**src/rtl/keypad_scanner_pkg.sv**
```systemverilog
// Shared definitions for the keypad scanner: matrix geometry, FSM states and digit key codes.
package keypad_scanner_pkg;

  localparam int unsigned KEY_ROWS   = 4;
  localparam int unsigned KEY_COLS   = 4;
  localparam int unsigned DEF_CLK_HZ = 100_000_000;

  typedef enum logic [1:0] {
    ST_SCAN     = 2'd0,
    ST_DEBOUNCE = 2'd1,
    ST_HELD     = 2'd2,
    ST_RELEASE  = 2'd3
  } scan_state_e;

  // Digit keys on a phone-style layout: {row_idx, col_idx}
  localparam logic [3:0] KEY_1 = 4'h0;
  localparam logic [3:0] KEY_2 = 4'h1;
  localparam logic [3:0] KEY_3 = 4'h2;
  localparam logic [3:0] KEY_4 = 4'h4;
  localparam logic [3:0] KEY_5 = 4'h5;
  localparam logic [3:0] KEY_6 = 4'h6;
  localparam logic [3:0] KEY_7 = 4'h8;
  localparam logic [3:0] KEY_8 = 4'h9;
  localparam logic [3:0] KEY_9 = 4'hA;
  localparam logic [3:0] KEY_0 = 4'hD;

  // Index of the lowest-numbered active-low row; 0 when none is low
  function automatic logic [1:0] lowest_low_row(input logic [KEY_ROWS-1:0] rows_n);
    logic [1:0] idx;
    idx = 2'd0;
    for (int i = KEY_ROWS - 1; i >= 0; i--) begin
      if (!rows_n[i]) idx = 2'(i);
    end
    return idx;
  endfunction

endpackage

```
**src/rtl/keypad_scanner_scan_tick_gen.sv**
```systemverilog
// Free-running divider producing a one-cycle tick every CLK_HZ/SCAN_HZ clocks.
module scan_tick_gen
  import keypad_scanner_pkg::*;
#(
  parameter int unsigned CLK_HZ  = DEF_CLK_HZ,
  parameter int unsigned SCAN_HZ = 1_000
) (
  input  logic clk,
  input  logic rst_n,
  output logic tick_c
);

  localparam int unsigned DIV   = (CLK_HZ / SCAN_HZ > 0) ? CLK_HZ / SCAN_HZ : 1;
  localparam int unsigned CNT_W = (DIV > 1) ? $clog2(DIV) : 1;
  localparam logic [CNT_W-1:0] TERM = CNT_W'(DIV - 1);

  logic [CNT_W-1:0] cnt_q, cnt_d;

  assign tick_c = (cnt_q == TERM);

  always_comb begin
    cnt_d = tick_c ? '0 : cnt_q + CNT_W'(1);
  end

  always_ff @(posedge clk or negedge rst_n) begin
    if (!rst_n) cnt_q <= '0;
    else        cnt_q <= cnt_d;
  end

endmodule

```
**src/rtl/keypad_scanner.sv**
```systemverilog
// 4x4 active-low key matrix scanner: column rotation, tick-based debounce, one pulse per new press.
module keypad_scanner
  import keypad_scanner_pkg::*;
#(
  parameter int unsigned CLK_HZ         = DEF_CLK_HZ,
  parameter int unsigned SCAN_HZ        = 1_000,
  parameter int unsigned DEBOUNCE_SCANS = 4
) (
  input  logic                clk,
  input  logic                rst,
  input  logic [KEY_ROWS-1:0] row_n,
  output logic [KEY_COLS-1:0] col_n,
  output logic                key_valid,
  output logic [3:0]          key_code,
  output logic                key_held
);

  localparam int unsigned CNT_W = $clog2(DEBOUNCE_SCANS + 1);
  localparam logic [CNT_W-1:0] CNT_DONE = CNT_W'(DEBOUNCE_SCANS);
  localparam logic [CNT_W-1:0] CNT_ONE  = CNT_W'(1);

  logic                tick_c;
  logic [KEY_ROWS-1:0] row_meta_q, rs_n_q;

  scan_state_e         state_q, state_d;
  logic [1:0]          col_idx_q, col_idx_d;
  logic [KEY_COLS-1:0] col_n_q, col_n_d;
  logic [1:0]          row_idx_q, row_idx_d;
  logic [CNT_W-1:0]    cnt_q, cnt_d;
  logic                key_valid_q, key_valid_d;
  logic [3:0]          key_code_q, key_code_d;
  logic                key_held_q, key_held_d;

  logic [1:0]          col_step_c;
  logic [1:0]          low_row_c;
  logic [CNT_W-1:0]    cnt_inc_c;
  logic                rows_idle_c;

  scan_tick_gen #(.CLK_HZ(CLK_HZ), .SCAN_HZ(SCAN_HZ)) u_tick (
    .clk    (clk),
    .rst_n  (rst),
    .tick_c (tick_c)
  );

  // Two-stage synchronizer; idle rows read as released
  always_ff @(posedge clk or negedge rst) begin
    if (!rst) begin
      row_meta_q <= '1;
      rs_n_q     <= '1;
    end else begin
      row_meta_q <= row_n;
      rs_n_q     <= row_meta_q;
    end
  end

  assign col_step_c  = col_idx_q + 2'd1;
  assign low_row_c   = lowest_low_row(rs_n_q);
  assign cnt_inc_c   = (cnt_q == CNT_DONE) ? cnt_q : cnt_q + CNT_W'(1);
  assign rows_idle_c = (rs_n_q == '1);

  always_comb begin
    state_d     = state_q;
    col_idx_d   = col_idx_q;
    row_idx_d   = row_idx_q;
    cnt_d       = cnt_q;
    key_valid_d = 1'b0;
    key_code_d  = key_code_q;
    key_held_d  = key_held_q;

    if (tick_c) begin
      unique case (state_q)
        ST_SCAN: begin
          if (rows_idle_c) begin
            col_idx_d = col_step_c;
          end else begin
            row_idx_d = low_row_c;
            cnt_d     = CNT_ONE;
            if (CNT_DONE == CNT_ONE) begin
              key_valid_d = 1'b1;
              key_code_d  = {low_row_c, col_idx_q};
              key_held_d  = 1'b1;
              state_d     = ST_HELD;
            end else begin
              state_d = ST_DEBOUNCE;
            end
          end
        end
        ST_DEBOUNCE: begin
          if (!rs_n_q[row_idx_q]) begin
            cnt_d = cnt_inc_c;
            if (cnt_inc_c == CNT_DONE) begin
              key_valid_d = 1'b1;
              key_code_d  = {row_idx_q, col_idx_q};
              key_held_d  = 1'b1;
              state_d     = ST_HELD;
            end
          end else begin
            cnt_d     = '0;
            col_idx_d = col_step_c;
            state_d   = ST_SCAN;
          end
        end
        ST_HELD: begin
          if (rows_idle_c) begin
            if (CNT_DONE == CNT_ONE) begin
              cnt_d      = '0;
              key_held_d = 1'b0;
              col_idx_d  = col_step_c;
              state_d    = ST_SCAN;
            end else begin
              cnt_d   = CNT_ONE;
              state_d = ST_RELEASE;
            end
          end
        end
        ST_RELEASE: begin
          if (rows_idle_c) begin
            cnt_d = cnt_inc_c;
            if (cnt_inc_c == CNT_DONE) begin
              cnt_d      = '0;
              key_held_d = 1'b0;
              col_idx_d  = col_step_c;
              state_d    = ST_SCAN;
            end
          end else begin
            cnt_d   = '0;
            state_d = ST_HELD;
          end
        end
        default: state_d = ST_SCAN;
      endcase
    end

    col_n_d = ~(4'b0001 << col_idx_d);
  end

  always_ff @(posedge clk or negedge rst) begin
    if (!rst) begin
      state_q     <= ST_SCAN;
      col_idx_q   <= 2'd0;
      col_n_q     <= 4'b1110;
      row_idx_q   <= 2'd0;
      cnt_q       <= '0;
      key_valid_q <= 1'b0;
      key_code_q  <= 4'h0;
      key_held_q  <= 1'b0;
    end else begin
      state_q     <= state_d;
      col_idx_q   <= col_idx_d;
      col_n_q     <= col_n_d;
      row_idx_q   <= row_idx_d;
      cnt_q       <= cnt_d;
      key_valid_q <= key_valid_d;
      key_code_q  <= key_code_d;
      key_held_q  <= key_held_d;
    end
  end

  assign col_n     = col_n_q;
  assign key_valid = key_valid_q;
  assign key_code  = key_code_q;
  assign key_held  = key_held_q;

endmodule

```
**config.mk**
```make
export PLATFORM = sky130hd
export DESIGN_NAME = keypad_scanner
export DESIGN_NICKNAME = d
export VERILOG_FILES = /design/src/rtl/keypad_scanner_pkg.sv /design/src/rtl/keypad_scanner_scan_tick_gen.sv /design/src/rtl/keypad_scanner.sv
export SDC_FILE = /design/constraint.sdc
export NUM_CORES = 1
export LEC_CHECK = 0
export CORE_MARGIN = 2
export CORE_UTILIZATION = 57
export DETAILED_ROUTE_END_ITERATION = 16
export GPL_TIMING_DRIVEN = 0
export MAX_ROUTING_LAYER = met4
export PLACE_DENSITY_LB_ADDON = 0.08
export SYNTH_ARGS = -nofsm -noshare
export SYNTH_HDL_FRONTEND = slang
export SYNTH_SLANG_ARGS = --single-unit
```
**constraint.sdc**
```tcl
create_clock -name clk -period 2.5 [get_ports clk]
set_input_delay 0.5 -clock clk [delete_from_list [all_inputs] [get_ports clk]]
set_output_delay 0.5 -clock clk [all_outputs]
set_load 0.005 [all_outputs]
```
# Yosys cells after proc, flatten, opt, wreduce, memory -nomap -nowiden

Index checks and enable logic that the tools add are counted.

Register bits: 44
Logic and storage cells: 77
Input bits: 6

Bitwise operators: 3
Magnitude comparators: 1
$add $sub $neg: 3
Muxes and demuxes: 36
Eq/ne operators: 15
Shift operators: 1
Reduce and logical (&&, ||, !) cells: 7

Operators by type and width:

| kind                    | number |
|---|---|
| $mux W2                 | 15 |
| $mux W3                 | 6 |
| $add A17 B1 Y17 const B | 1 |
| $eq A17 B17 Y1 const B  | 1 |
| $mux W17                | 1 |
| $ne A2 B2 Y1 const B    | 6 |
| $pmux W3 S4             | 1 |
| $mux W1                 | 9 |
| $pmux W2 S4             | 1 |
| $eq A3 B3 Y1 const B    | 2 |
| $ne A3 B3 Y1 const B    | 2 |
| $pmux W2 S3             | 1 |
| $reduce_and A3 Y1       | 2 |
| $reduce_and A6 Y1       | 1 |
| $reduce_and A5 Y1       | 1 |
| $eq A2 B2 Y1 const B    | 2 |
| $eq A4 B4 Y1 const B    | 1 |
| $not A4 Y4              | 1 |
| $reduce_and A4 Y1       | 1 |
| $shl A1 B2 Y4 const A   | 1 |
| $add A3 B1 Y3 const B   | 1 |
| $lt A2 B3 Y1 const B    | 1 |
| $add A2 B1 Y2 const B   | 1 |
| $bmux W1 S2             | 1 |
| 5 further kinds         | 6 |

# Longest topological paths before layout

Depth after elaboration: 9
Gate-level depth with buffers: 8

# By module

A second synthesis with hierarchy kept.

Cell total of the unflattened synthesis: 184
Area, all modules: 2100.8 um2

Modules (own cells, without submodules):

| module         | sequential area each (um2) | cells each | instances | area each (um2) |
|---|---|---|---|---|
| keypad_scanner | 689.4                      | 110        | 1         | 1307.5 |
| scan_tick_gen  | 425.4                      | 74         | 1         | 793.3 |

# Worst setup path before layout

OpenSTA, ideal clock, no wires.

Kind: reg2reg
From: reg cnt_q[0]
To: reg col_n_q[0], in the netlist col_n[0]
Clock period less this slack: 2.225 ns
Data required time: 2.376 ns
Library setup time: 0.124 ns
Setup slack: 0.275 ns
Cell stages (with the launch flop): 9
Buffers on the path: 0
Arrival time: 2.100 ns
Cell sequence: dfrtp_1 -> inv_1 -> ha_1 -> or3b_1 -> a311o_1 -> o211ai_2 -> nand3_1 -> xnor2_2 -> or2_1

Word-level cells in the longest chain between the ends: 9
Elaborated cells between the ends (all ways): 10
Those cells by class: add/sub (1); eq/ne (2); shift (1); mux (5); bitwise (1)

Ends and longest elaborated chain:

| element                                       | RTL line              | text |
|---|---|---|
| start: declaration                            | keypad_scanner.sv:29  | `logic [CNT_W-1:0] cnt_q, cnt_d;` |
| start signal: assignment                      | keypad_scanner.sv:152 | `cnt_q <= cnt_d;` |
| $add A3 B1 Y3 or $eq A3 B3 Y1 (tied branches) | keypad_scanner.sv:58  | `assign cnt_inc_c = (cnt_q == CNT_DONE) ? cnt_q : cnt_q + CNT_W'(1);` |
| $mux W3 *                                     | keypad_scanner.sv:58  |  |
| $eq A3 B3 Y1 *                                | keypad_scanner.sv:119 | `if (cnt_inc_c == CNT_DONE) begin` |
| $mux W2 *                                     | keypad_scanner.sv:119 |  |
| $mux W2 *                                     | keypad_scanner.sv:117 | `if (rows_idle_c) begin` |
| $pmux W2 S3 *                                 | keypad_scanner.sv:71  | `unique case (state_q)` |
| $mux W2 *                                     | keypad_scanner.sv:70  | `if (tick_c) begin` |
| named net col_idx_d[0]                        | keypad_scanner.sv:26  | `logic [1:0] col_idx_q, col_idx_d;` |
| $shl A1 B2 Y4 *                               | keypad_scanner.sv:134 | `col_n_d = ~(4'b0001 << col_idx_d);` |
| $not A4 Y4 *                                  | keypad_scanner.sv:134 |  |
| named net col_n_d[0]                          | keypad_scanner.sv:27  | `logic [KEY_COLS-1:0] col_n_q, col_n_d;` |
| end signal: assignment                        | keypad_scanner.sv:150 | `col_n_q <= col_n_d;` |
| end: declaration                              | keypad_scanner.sv:27  |  |

Mark *: on every way through the listed nets, which the timed path passes. The rest lies on a longest branch.
A chain may end at the register's enable or synchronous reset.

# Worst setup path after layout

Same ends and word-level chain as after synthesis.

==> run metrics <==
status finished clean; Final Setup Violations 0; diodes inserted 0; Syn Nets 198; Rel. slew slack 40.0%; unrepaired setup endpoints after global routing no; clock latency on the worst-skew pair 0.36 ns; main combinational cell family by area after synthesis simple AND/OR/NAND/NOR gates; CTS tree done; Synth area leaders dfrtp_1 (40%), dfstp_2 (14%), xnor2_1 (4.3%); Die H 63.9 µm; I/O pin total 16; Least-Margin Pin Slew 0.900 ns; clk sink count 44; Critical path buffers and inverters 1; vias in the first global route 1,422; WL/cell 14.1 µm; Simple-Gate Fraction of Synth Area 20.4%; max-slew violations 0; Pleak 0.00102 µW; CTS H-tree depth 2; Synth Area in XOR/XNOR 7.66%; post-synthesis mux area share 4.90%; crit path cell chain inv_1 > ha_1 > or3b_1 > a311o_1 > o211ai_2 > nand3_1 > xnor2_2 > or2_1; Setup crit end kind register; number of enable flip-flop cells after synthesis 0; full die area 4080 µm²; routed vias 1,481; register area 1120 µm²; Final period util 94.7%; Synth Area in Adders 1.84%; asr flop ratio synth 100%; pin count of the biggest net entering global routing 45; Cell Area, Synth 2040 µm²; Setup Skew 0.0150 ns; post-synth top area cell dfrtp_1; post-synthesis compound-gate area fraction 8.64%; via-per-instance ratio 5.74; final antenna-violating net count 0; Peak Freq 0.422 GHz; Netlist cell types 45; endpoints failing hold 0; commonest cells in the netlist dfrtp_1 (33), nand2_1 (21), nor2_1 (14); Gate Count Post-Synth 189; setup bufs post-CTS 0; setup ws final 0.133 ns; final WL 3.63 mm; total CTS buffers 5; Place WS 0.0707 ns; gpl congestion 0.871; post-cts hold buffer count 0; CP Data Arrival Time 2.63 ns; max cap viols 0; data required time at the worst endpoint 2.76 ns; delay-heaviest family, CP simple AND/OR/NAND/NOR gates; final hold slack 0.248 ns; slowest cell on the critical path dfrtp_2; ys flop type dfrtp_1; Max Root-Sink Buffers 2; crit start category register; first-pass GRT wire length 6.39 mm; drt pass-1 iters 4; Die W 63.9 µm; Final nets 220; Peak supply drop 409 µV; area of the multi-input gates 887 µm²; Clock Tree Root clkbuf_4; CP Max Fanout 7; core area 3390 µm²; post-route minimum period 2.37 ns; register-to-register setup slack 0.13 ns; yosys warns 0; total track usage 20.7%; Overflow after GRT 0; DRC viols 0; Filler cells 269; synthesized area per cell 10.8 µm²; number of synthesized register bits 44; Port Buf Inserts 15; row count 21; worst hold path type input pin to async pin; max incr delay on CP 0.43 ns; share of layout cells above drive strength 1 15.1%; Power Dens Cells 484 nW/µm²; Crit Path Class register to register; clk slew on worst S/H paths 0.14 ns; area grow syn2layout 13.2%; Initial Utilization 60.2%; initial antenna violation count 0; Initial DRC Count 80; most numerous cell in the Yosys netlist dfrtp_1; area fraction of the dominant cell type after synthesis 40.4%; sequential cell area fraction in the yosys report 54.6%; post-DP HPWL 2.64 mm
final cells by class:
type | count | share of cell area [%]
Clock inverter | 2 | 0.649
Clock buffer | 6 | 2.22
Buffer | 4 | 0.758
Timing Repair Buffer | 15 | 6.28
Multi-Input combinational cell | 135 | 38.4
Sequential cell | 44 | 48.3
Inverter | 6 | 0.974
Tap cell | 46 | 2.49
cell families (layout without fill, tap and decap cells):
logic type / Yosys count / count (layout)
AO/OA/AOI/OAI: 28 / 28
XOR/XNOR: 17 / 17
adder cells (fa/ha/maj): 3 / 3
buffers and inverters: 10 / 33
flip-flops: 44 / 44
multiplexers: 8 / 8
AND/OR/NAND/NOR: 79 / 79
final timing paths:
check | startpoint | end | depth (start not counted)
worst max-delay path | cnt_q[0] | col_n[0] | 8
worst min-delay path | rst | u_tick.cnt_q[14] | 1
worst max register to register | cnt_q[0] | col_n[0] | 8
worst min register to register | row_meta_q[0] | rs_n_q[0] | 0
max in group asynchronous | rst | cnt_q[0] | 1
min in group clk | row_meta_q[0] | rs_n_q[0] | 0
per-layer routing:
| layer | up-vias | wire, µm | share of wire, % | global-route usage, % |
|---|---|---|---|---|
| met5 | - | 0 | 0 | - |
| met4 | 0 | 43 | 1.2 | 6.52 |
| met3 | 4 | 126 | 3.5 | 6.16 |
| met2 | 25 | 1720 | 47 | 31.6 |
| met1 | 740 | 1740 | 48 | 26.6 |
| li1 | 712 | - | - | - |
cells in the final DEF (no fill, tap or decap), drive strengths merged, types with 8 or more instances in the layout:
| master | synthesis | routed |
|---|---|---|
| a21oi | 9 | 9 |
| dfstp | 11 | 11 |
| nand3 | 9 | 9 |
| clkbuf | 2 | 8 |
| o21ai | 8 | 8 |
| nand2 | 21 | 21 |
| dfrtp | 33 | 33 |
| nor2 | 14 | 14 |
| xnor2 | 11 | 11 |
| clkdlybuf4s50 | 0 | 14 |
power by group:
part	switching, µW	total [µW]	internal, µW
combinational	17.3	28.3	11.1
sequential	6.16	730	724
clock	225	361	137
total	248	1120	872
flip-flops by register name, indices dropped and copies added, names as in the netlist:
signal        cells
state_q           2
key_valid         1
col_idx_q         2
rs_n_q            4
key_held          1
row_meta_q        4
u_tick.cnt_q     17
col_n             4
row_idx_q         2
cnt_q             3
key_code          4
metrics by stage:
stage	cell area, µm²	cells	TNS (ns)	utilization [%]	power, µW
after floorplan	2040	189	0	-	749
after global placement	2250	250	-2.28	66.4	771
after detailed placement	2240	250	0	66.2	772
after CTS	2310	258	0	68.2	1130
after global routing	2310	258	0	68.2	1180
final	2310	258	0	68.2	1120
timing repair:
item                                    4_1_cts  5_1_grt
resized for setup                             0        1
endpoints found under the hold margin         0        0
endpoints found under the setup margin        0        1
worst register-to-register path, stage by stage (launching register included):
cell      delay (ns)
dfrtp_2         0.43
inv_1           0.09
ha_1            0.24
or3b_1          0.35
a311o_1         0.43
o211ai_2        0.19
nand3_1         0.13
xnor2_2         0.18
or2_1           0.24
(Power assumes the default switching activity.)
